[config.mk]
export PLATFORM = sky130hd
export DESIGN_NAME = intp_deci_mc
export DESIGN_NICKNAME = d
export VERILOG_FILES = /design/src/rtl/intp_deci_pkg.sv /design/src/rtl/intp_deci_fifo.sv /design/src/rtl/intp_deci_mc.sv
export SDC_FILE = /design/constraint.sdc
export NUM_CORES = 1
export LEC_CHECK = 0
export BUFFER_PORTS_ARGS = -buffer_cell sky130_fd_sc_hd__buf_2
export CAP_MARGIN = 20
export CORE_UTILIZATION = 50
export DETAILED_ROUTE_END_ITERATION = 8
export PLACE_DENSITY = 0.73
export SLEW_MARGIN = 20
export SYNTH_ARGS = -nofsm -noshare
export SYNTH_HDL_FRONTEND = slang
export SYNTH_SLANG_ARGS = --single-unit
[constraint.sdc]
create_clock -name clk -period 4.8 [get_ports clk]
set_input_delay 0.72 -clock clk [delete_from_list [all_inputs] [get_ports clk]]
set_output_delay 0.72 -clock clk [all_outputs]
set_load 0.01 [all_outputs]
[src/rtl/intp_deci_pkg.sv]
// Shared types for the interpolation/decimation rate adapter.
package intp_deci_pkg;

  typedef enum logic {
    FILL_ZERO = 1'b0,
    FILL_HOLD = 1'b1
  } fill_mode_t;

endpackage

[src/rtl/intp_deci_fifo.sv]
// Register-array frame FIFO: DEPTH slots of DW bits, wrapping pointers and an occupancy level.
module intp_deci_fifo
  import intp_deci_pkg::*;
#(
  parameter int DW = 20,
  parameter int DEPTH = 4,
  localparam int LW = $clog2(DEPTH + 1),
  localparam int PW = (DEPTH > 1) ? $clog2(DEPTH) : 1
) (
  input  logic          clk,
  input  logic          rst,
  input  logic          wr,
  input  logic          rd,
  input  logic [DW-1:0] din,
  output logic [DW-1:0] dout,
  output logic [LW-1:0] level
);

  logic [DW-1:0] mem [DEPTH];
  logic [PW-1:0] wr_ptr;
  logic [PW-1:0] rd_ptr;

  assign dout = mem[rd_ptr];

  // Storage, pointers and level; DEPTH is a power of two so pointers wrap naturally.
  always_ff @(posedge clk or posedge rst) begin
    if (rst) begin
      for (int i = 0; i < DEPTH; i++) begin
        mem[i] <= '0;
      end
      wr_ptr <= '0;
      rd_ptr <= '0;
      level  <= '0;
    end else begin
      if (wr) begin
        mem[wr_ptr] <= din;
        wr_ptr      <= wr_ptr + PW'(1);
      end
      if (rd) begin
        rd_ptr <= rd_ptr + PW'(1);
      end
      case ({wr, rd})
        2'b10:   level <= level + LW'(1);
        2'b01:   level <= level - LW'(1);
        default: level <= level;
      endcase
    end
  end

endmodule

[src/rtl/intp_deci_mc.sv]
// Multi-channel rate adapter: buffers frames on eni, presents one frame per eno,
// zero-stuffing or holding the last frame when the buffer runs dry.
module intp_deci_mc
  import intp_deci_pkg::*;
#(
  parameter int W = 10,
  parameter int CH = 2,
  parameter int DEPTH = 4,
  localparam int LW = $clog2(DEPTH + 1)
) (
  input  logic                       clk,
  input  logic                       rst,
  input  logic                       eni,
  input  logic                       eno,
  input  logic                       mode,
  input  logic signed [CH-1:0][W-1:0] in,
  output logic signed [CH-1:0][W-1:0] out,
  output logic                       fill,
  output logic [LW-1:0]              level,
  output logic                       ovf,
  input  logic                       clr_ovf
);

  typedef logic signed [CH-1:0][W-1:0] frame_t;

  frame_t head;
  logic   empty;
  logic   full;
  logic   wr;
  logic   rd;

  assign empty = (level == LW'(0));
  assign full  = (level == LW'(DEPTH));
  assign rd    = eno & ~empty;
  // A read in the same cycle frees the slot, so a full buffer still accepts.
  assign wr    = eni & (~full | eno);

  intp_deci_fifo #(
    .DW    (CH * W),
    .DEPTH (DEPTH)
  ) u_fifo (
    .clk   (clk),
    .rst   (rst),
    .wr    (wr),
    .rd    (rd),
    .din   (in),
    .dout  (head),
    .level (level)
  );

  // Output frame, fill pulse and sticky overflow flag.
  always_ff @(posedge clk or posedge rst) begin
    if (rst) begin
      out  <= '0;
      fill <= 1'b0;
      ovf  <= 1'b0;
    end else begin
      if (eno) begin
        if (!empty) begin
          out  <= head;
          fill <= 1'b0;
        end else begin
          fill <= 1'b1;
          if (fill_mode_t'(mode) == FILL_ZERO) begin
            out <= '0;
          end else begin
            out <= out;
          end
        end
      end else begin
        fill <= 1'b0;
      end

      if (eni & ~eno & full) begin
        ovf <= 1'b1;
      end else if (clr_ovf) begin
        ovf <= 1'b0;
      end else begin
        ovf <= ovf;
      end
    end
  end

endmodule

---- After elaboration in Yosys (flattened, before gate mapping) ----
Cells that the tools add are included.
cells by class
  add/subtract/negate cells ............... 4
  $mul .................................... 0
  divide/modulo/power cells ............... 0
  order comparisons ....................... 3
  eq/ne operators ......................... 4
  shift operators ......................... 0
  mux-type cells .......................... 13
  bitwise operators ....................... 10
  reductions and logical operators ........ 5
operators with widths
  operator                                                     number
  2-to-1 mux 20 bit                                            5
  bitwise mux 80 bit                                           1
  binary-select mux 20 bit (select 2 bit)                      1
  demux 20 bit (select 2 bit)                                  1
  >= comparator 3 bit (second input constant)                  2
  NOT 2 -> 3 bit                                               2
  case mux 3 bit (2 select lines)                              1
  adder 2 x 1 -> 2 bit (second input constant)                 2
  bitwise AND 1 bit                                            4
  2-to-1 mux 1 bit                                             4
  nonzero test 2 bit                                           2
  adder 3 x 1 -> 3 bit (second input constant)                 1
  == test 3 bit (second input constant)                        1
  zero test 3 bit                                              1
  less-than comparator 3 x 1 -> 1 bit (second input constant)  1
  NOT 1 bit                                                    3
  subtractor 3 x 1 -> 3 bit (second input constant)            1
  == test 2 x 1 -> 1 bit (second input constant)               1
  == test 2 bit (second input constant)                        1
  inequality test 2 bit (second input constant)                1
  AND reduction 2 bit                                          1
  logical AND 1 bit                                            1
  OR 1 bit                                                     1
word-level totals
  register bits ........................... 109
  bits in latches ......................... 0
  RAM bits ................................ 0
  ROM bits ................................ 0
  input bits .............................. 26
  output and inout bits ................... 25
  memories kept ........................... 0

---- Longest topological paths before layout ----
Gate-level depths: netlist of the first run.
  depth after elaboration ................. 6
  mapped depth ............................ 9
  gate-level depth less buffers ........... 8

---- Modules after synthesis ----
Synthesis of the first run repeated with hierarchy kept, for this count alone.
second synthesis, totals
  cell total of the unflattened synthesis .. 285
  area, all modules ....................... 4697.0 µm²
modules (own cells, without submodules)
  module          times used  cells an instance  area an instance (µm²)
  intp_deci_fifo  1           229                3867.5
  intp_deci_mc    1           56                 829.5

---- Worst setup path after synthesis of the first run ----
No wires, ideal clock.
  kind .................................... input to register
  start point ............................. input port eno
  end point ............................... register u_fifo.level[2]
  setup time .............................. 79 ps
  arrival time ............................ 2453 ps
  slack ................................... 2268 ps
  cell stages on the path ................. 9
  path buffers ............................ 1
  cells stage by stage .................... or4b_1 -> buf_6 -> nand2_1 -> ha_1 -> inv_1 -> fa_1 -> xor2_1 -> nor2_1 -> xor2_1
on the way
  word-level cells in the longest chain between the ends .. 4
ends and longest elaborated chain
  item                                                                   RTL line              RTL
  from (decl)                                                            intp_deci_mc.sv:14    input logic eno,
  OR 1 bit                                                               intp_deci_mc.sv:36    assign wr = eni & (~full | eno);
  bitwise AND 1 bit                                                      intp_deci_mc.sv:36
  == test 2 x 1 -> 1 bit or == test 2 bit (tied branches)                intp_deci_fifo.sv:42  case ({wr, rd})
  case mux 3 bit (2 select lines) or nonzero test 2 bit (tied branches)  -
  to (signal assigned)                                                   intp_deci_fifo.sv:43  2'b10: level <= level + LW'(1);
  to (signal assigned)                                                   intp_deci_fifo.sv:44  2'b01: level <= level - LW'(1);
  to (signal assigned)                                                   intp_deci_fifo.sv:45  default: level <= level;
  to (decl)                                                              intp_deci_fifo.sv:16  output logic [LW-1:0] level
Several ways; a longest one is shown, not always the timed one.
A chain may end at the register's enable or synchronous reset.

---- Worst setup path in the final report of the first run ----
  start point ............................. register u_fifo.level[0]
  end point ............................... register u_fifo.level[2]
on the way
  word-level cells in the longest chain between the ends .. 6
ends and longest elaborated chain
  item                                                                   RTL line              RTL
  == test 3 bit                                                          intp_deci_mc.sv:33    assign full = (level == LW'(DEPTH));
  NOT 1 bit                                                              intp_deci_mc.sv:36
  OR 1 bit                                                               intp_deci_mc.sv:36
  bitwise AND 1 bit                                                      intp_deci_mc.sv:36
  == test 2 x 1 -> 1 bit or == test 2 bit (tied branches)                intp_deci_fifo.sv:42
  case mux 3 bit (2 select lines) or nonzero test 2 bit (tied branches)  -
Several ways; a longest one is shown, not always the timed one.

==> results.tsv, run 1 <==
stage	metric	value	unit
synth	synth_ff_type	dfrtp_1	
clocking	cts_resized	0	
layout	final_common_cell	dfrtp_1	
timing	grt_setup_unrepaired	no	
clocking	clock_path_buffers	2	
power	p_per_area	701	nW/um^2
drt	drtPass1Iterations	6	
clocking	htree_levels	3	
timing	final.period_utilization	54.6	%
floorplan	dieArea	10600	um^2
timing	slew_violations	0	
synth	synth.avg_cell_area	18.1	um^2
timing	slew_headroom	28.5	%
drt	drc	0	
timing	setup_viol	0	
synth	ys_seq_area_share	53.8	%
placed_design	gp_congestion	0.722	
global_route	grt_start_max_net_pins	76	
floorplan	die_h	103	um
setup_path	cp_num_buf_inv	1	
synth	async_flop_share	100	%
timing	hold_viol	0	
setup_path	crit_cells	8	
floorplan	initial_core_util	51.7	%
clocking	insertion_delay	0.37	ns
setup_path	path_common_cell	xor2_1	
setup_path	rrSetupSlack	2.18	ns
drt	wl_per_cell	19.9	um
synth	syn_inst	281	
clocking	holdBufCountCts	0	
floorplan	core	9820	um^2
layout	diodes	0	
setup_path	start_kind	flip-flop	
setup_path	endpoint	u_fifo.level[2]	
global_route	grt_pass1_wl	15.2	mm
drt	drt_first_iter_violations	74	
drt	num_vias	2529	
timing	fmaxAchievable	381	MHz
clocking	root_buffer	clkbuf_8	
synth	netlist_area	5070	um^2
min_path	hp-class	reg -> reg	
global_route	grt_usage	19.7	%
setup_path	path_cells	or4b_1, nand2_1, ha_1, inv_1, fa_1, xor2_1, nor2_1, xor2_1	
setup_path	r2r_end	u_fifo.level[2]	
clocking	cts_buffers	9	
global_route	grt_antenna_before_repair	0	
synth	synth.net_count	313	
setup_path	worstPathMaxFanout	7	
floorplan	ios	51	
setup_path	critPathArrivalTime	2.92	ns
layout	fin_util	56.0	%
synth	ys_ff_latch	109	
drt	avgViaCountPerCell	5.44	
setup_path	end_kind	flip-flop	
clocking	post_cts_buffers	0	
floorplan	rows	36	
power	peakVddDrop	331	uV
floorplan	die_x	103	um
layout	layout_common_cells	dfrtp_1, mux2_4, buf_2	
timing	tns	0	ns
setup_path	path_class	reg -> reg	
layout	fin_nets	360	
clocking	clkSinkCount	109	
flow_run	maxCapViolCount	0	
setup_path	worstPathRequired	5.10	ns
timing	tightest_slew	1.07	ns
setup_path	max_stage_delay	0.79	ns
clocking	path_clk_slew	0.09	ns
timing	min_period	2.62	ns
setup_path	cp_top_family	simple AND/OR/NAND/NOR gates	
synth	synth_edf_count	0	
setup_path	crit_slowest_cell	or4b_1	
min_path	min_from	out[14]	
clocking	cts_tree	built	
drt	drt_wl_total	9.24	mm
global_route	overflow	0	
power	power.leakage	0.00272	uW
setup_path	timing.critical_path.from	u_fifo.level[0]	
layout	layout-drive-gt1-share	52.7	%
drt	drtAntennaViolNets	0	
global_route	grt_pass1_vias	2741	
placed_design	dp_hpwl	5.59	mm
synth	ys_warn_count	0	
status	status	finished clean	
timing	fin_skew	0.00965	ns
layout	syn_to_final_growth	8.38	%
synth	synth_cell_types	23	
setup_path	r2r-start	u_fifo.level[0]	
placed_design	port_buffers	50	
setup_path	r2r_cells	8	
==> area by class of cell <==
class	count	area (um^2)
clock inverter	5	52.6
timing repair buffer	53	273
multi-input combinational	146	2120
inverter	9	36.3
tap	133	166
fill	806	4320
clock buffer	10	128
sequential	109	2730
==> power by group <==
part	internal, uW	total (uW)	leakage (uW)	switching [uW]
logic	1060	1610	0.00133	541
registers	1380	1710	0.00131	332
clock network	236	535	0.0000919	298
==> how the worst min path moves through the flow <==
| stage | end | slack [ns] | cells past startpoint |
|---|---|---|---|
| floorplan | u_fifo.mem[20] | 0.48 | 1 |
| global placement | out[14] | 0.48 | 1 |
| detailed placement | out[18] | 0.49 | 1 |
| CTS | out[18] | 0.51 | 1 |
| global route | out[18] | 0.53 | 1 |
| finish | out[14] | 0.51 | 1 |
==> flip-flops by register name, indices dropped and copies added, names as in the netlist <==
signal / cells
u_fifo.mem: 80
out: 20
u_fifo.level: 3
u_fifo.rd_ptr: 2
u_fifo.wr_ptr: 2
fill: 1
ovf: 1
==> logic make-up after synthesis <==
family	share of synthesized area (%)
AO/OA/AOI/OAI	3.95
XOR/XNOR	1.04
adder cells (fa/ha/maj)	1.63
buffers and inverters	4.69
flip-flops	53.8
multiplexers	33.0
AND/OR/NAND/NOR	1.97
==> synth_stat cells, types with 2 or more instances <==
library cell  number  area share [%]
a22o_1            20             3.5
buf_12             8             3.2
buf_2              2            0.20
clkbuf_1           6            0.44
dfrtp_1          109              54
ha_1               5             1.2
inv_1              9            0.67
mux2_4            80              24
mux4_2            20             8.9
nand2_1            2            0.15
nand3_4            4             1.4
xnor2_1            3            0.52
xor2_1             3            0.52
==> worst reg2reg max path, cell delays in order, from the launching register on <==
cell,delay [ns]
dfrtp_1,0.47
or4b_1,0.79
nand2_1,0.24
ha_1,0.21
inv_1,0.06
fa_1,0.37
xor2_1,0.15
nor2_1,0.12
xor2_1,0.15
==> metal layers <==
layer	global-route usage, %	part of all wire (%)
met4	4.23	0.78
met1	27.3	46
met3	5.49	3.1
met2	31.1	50
met5	0	0
==> per-stage QoR <==
step / power (uW) / area, um^2 / setup slack, ns / hold slack, ns / std cells
2_1_floorplan: 3040 / 5070 / 1.21 / 0.476 / 281
5_1_grt: 4090 / 5500 / 2.01 / 0.527 / 465
4_1_cts: 3890 / 5500 / 2.16 / 0.511 / 465
6_report: 3850 / 5500 / 2.18 / 0.506 / 465
3_5_place_dp: 3350 / 5320 / 1.84 / 0.491 / 450
3_3_place_gp: 3280 / 5320 / 1.95 / 0.482 / 450
Note: power is estimated with default switching activity, not from simulation.
==> inputs of run 2 (changes only) <==
--- a/config.mk
+++ b/config.mk
@@ -5,6 +5,7 @@
 export SDC_FILE = /design/constraint.sdc
 export NUM_CORES = 1
 export LEC_CHECK = 0
+export ABC_AREA = 1
 export BUFFER_PORTS_ARGS = -buffer_cell sky130_fd_sc_hd__buf_2
 export CAP_MARGIN = 20
 export CORE_UTILIZATION = 50
==> constraint.sdc (replaced) <==
create_clock -name clk -period 2.71 [get_ports clk]
set_input_delay 0.4065 -clock clk [delete_from_list [all_inputs] [get_ports clk]]
set_output_delay 0.4065 -clock clk [all_outputs]
set_load 0.01 [all_outputs]
==> results.tsv, run 2 <==
stage	metric	value	unit
drt	num_vias	4511	
global_route	grt_start_max_net_pins	110	
global_route	overflow	0	
floorplan	dieArea	10700	um^2
layout	syn_to_final_growth	8.92	%
synth	netlist.area_leader.share	52.8	%
power	p_seq_share	42.9	%
drt	drtAntennaViolNets	0	
floorplan	initial_core_util	52.1	%
clocking	post_cts_buffers	0	
placed_design	port_buffers	50	
drt	wl_per_cell	16.1	um
power	p_per_area	1150	nW/um^2
synth	synth_common_cells	nand2_1, dfrtp_1, nand4_1	
clocking	htree_levels	3	
timing	slew_violations	0	
synth	synth_most_common_cell	nand2_1	
synth	synth_ff_type	dfrtp_1	
setup_path	path_class	reg -> reg	
layout	largest_reg_flops	80	
layout	layout-drive-gt1-share	12.8	%
setup_path	end_kind	flip-flop	
setup_path	r2r_end	u_fifo.mem[46]	
synth	ys_seq_area_share	52.8	%
timing	fin_skew	0.0121	ns
setup_path	r2r_cells	8	
power	power_frac_clock	14.5	%
synth	synth.avg_cell_area	8.16	um^2
setup_path	rrSetupSlack	0.78	ns
power	swShare	43.4	%
synth	ys_warn_count	0	
synth	ys_ff_latch	109	
floorplan	ios	51	
timing	tns	0	ns
synth	synth.net_count	665	
setup_path	critPathArrivalTime	2.19	ns
clocking	clkSinkCount	109	
layout	diodes	0	
global_route	grt_usage	25.5	%
clocking	cts_buffers	9	
synth	synth_edf_count	0	
timing	setup_viol	0	
synth	ys_top_cells_by_area	dfrtp_1, nand2_1, nand4_1	
setup_path	cp_num_buf_inv	3	
timing	final.period_utilization	71.2	%
status	status	finished clean	
power	p_int	3650	uW
timing	grt_setup_unrepaired	no	
setup_path	start_kind	flip-flop	
placed_design	dp_hpwl	7.71	mm
layout	num-fill-cells	958	
drt	drt_first_iter_violations	377	
layout	top_register	u_fifo.mem	
clocking	insertion_delay	0.38	ns
floorplan	die_x	104	um
clocking	root_buffer	clkbuf_8	
setup_path	path_cells	inv_1, nor2_1, nand2_2, buf_4, nand3_1, buf_4, nand2_1, nand2_1	
power	p_sw	2800	uW
clocking	path_clk_slew	0.10	ns
layout	layout_common_cells	nand2_1, dfrtp_1, nand4_1	
floorplan	die_h	104	um
placed_design	gp_congestion	0.784	
synth	synth_cell_types	19	
setup_path	crit_slowest_cell	nand3_1	
clocking	cts_resized	0	
setup_path	worstPathRequired	2.97	ns
drt	avgViaCountPerCell	5.67	
floorplan	core	9910	um^2
setup_path	r2r-start	u_fifo.level[2]	
global_route	grt_pass1_vias	4363	
clocking	clock_path_buffers	2	
power	peakVddDrop	454	uV
drt	drc	0	
timing	hold_viol	0	
min_path	hp-class	in -> async	
setup_path	max_stage_delay	0.44	ns
flow_run	maxCapViolCount	0	
power	combinationalPowerShare	42.7	%
clocking	holdBufCountCts	0	
timing	slew_headroom	44.8	%
synth	syn_inst	633	
synth	async_flop_share	100	%
timing	tightest_slew	0.827	ns
floorplan	rows	36	
layout	fin_util	56.7	%
drt	drt_wl_total	12.9	mm
layout	fin_nets	690	
setup_path	worstPathMaxFanout	21	
drt	drtPass1Iterations	5	
global_route	grt_antenna_before_repair	0	
synth	yosys.area.top_type	dfrtp_1	
timing	min_period	1.93	ns
setup_path	cp_top_family	buffers and inverters	
clocking	cts_tree	built	
layout	final_common_cell	nand2_1	
timing	fmaxAchievable	518	MHz
power	power.leakage	0.00298	uW
layout	reg.largest.list	u_fifo.mem x80, out x20, u_fifo.level x3	
setup_path	crit_cells	8	
synth	netlist_area	5160	um^2
global_route	grt_pass1_wl	21.9	mm
[run 2: worst max path at each step]
stage,end,start
2_1_floorplan,u_fifo.level[2],u_fifo.level[0]
3_3_place_gp,u_fifo.level[2],eno
3_5_place_dp,u_fifo.level[2],eno
4_1_cts,u_fifo.mem[46],u_fifo.level[2]
5_1_grt,u_fifo.mem[54],u_fifo.level[2]
6_report,u_fifo.mem[46],u_fifo.level[2]
[run 2: layout make-up]
| cell class | count | area (um^2) | area share [%] |
|---|---|---|---|
| sequential | 109 | 2730 | 48.5 |
| multi-input combinational | 459 | 2100 | 37.3 |
| timing repair buffer | 66 | 395 | 7.03 |
| tap | 133 | 166 | 2.96 |
| clock buffer | 9 | 124 | 2.20 |
| clock inverter | 7 | 57.6 | 1.02 |
| inverter | 13 | 52.6 | 0.935 |
[run 2: through the flow]
| stage | setup WS (ns) | total power (uW) | cell area, um^2 | hold slack [ns] | instances |
|---|---|---|---|---|---|
| 6_report | 0.780 | 6450 | 5620 | 0.147 | 796 |
| 3_5_place_dp | 0.786 | 5540 | 5440 | 0.458 | 780 |
| 3_3_place_gp | 0.827 | 5410 | 5440 | 0.453 | 780 |
| 2_1_floorplan | 0.735 | 4720 | 5170 | 0.442 | 633 |
| 4_1_cts | 0.792 | 6460 | 5620 | 0.214 | 796 |
| 5_1_grt | 0.621 | 6990 | 5620 | 0.223 | 796 |
[run 2: logic make-up after synthesis]
logic type	Yosys count	synth area share [%]
adders and majority gates	6	1.60
AOI/OAI and AO/OA	4	0.388
DFF	109	52.8
and+or+nand+nor	445	38.0
xor gates and xnor gates	4	0.679
buffers and inverters	65	6.50
[run 2: layer usage]
layer / up-vias / part of all wire, % / GRT usage [%]
met4: 0 / 1.7 / 8.70
met1: 2200 / 41 / 34.1
li1: 2134 / - / -
met5: - / 0 / 0
met3: 23 / 6.5 / 3.71
met2: 154 / 51 / 42.5
[run 2: worst reg2reg max path, stage by stage (launching register included)]
cell and delay (ns):
dfrtp_1 0.39, inv_1 0.13, nor2_1 0.09, nand2_2 0.06
buf_4 0.23, nand3_1 0.45, buf_4 0.37, nand2_1 0.07
nand2_1 0.05
[run 2: power by group through the flow]
stage,clock [uW],combinational (uW),sequential (uW)
final,934,2750,2770
after global routing,1020,3130,2850
after CTS,950,2760,2760
after detailed placement,0,2750,2790
after global placement,0,2650,2760
after floorplan,0,1930,2790
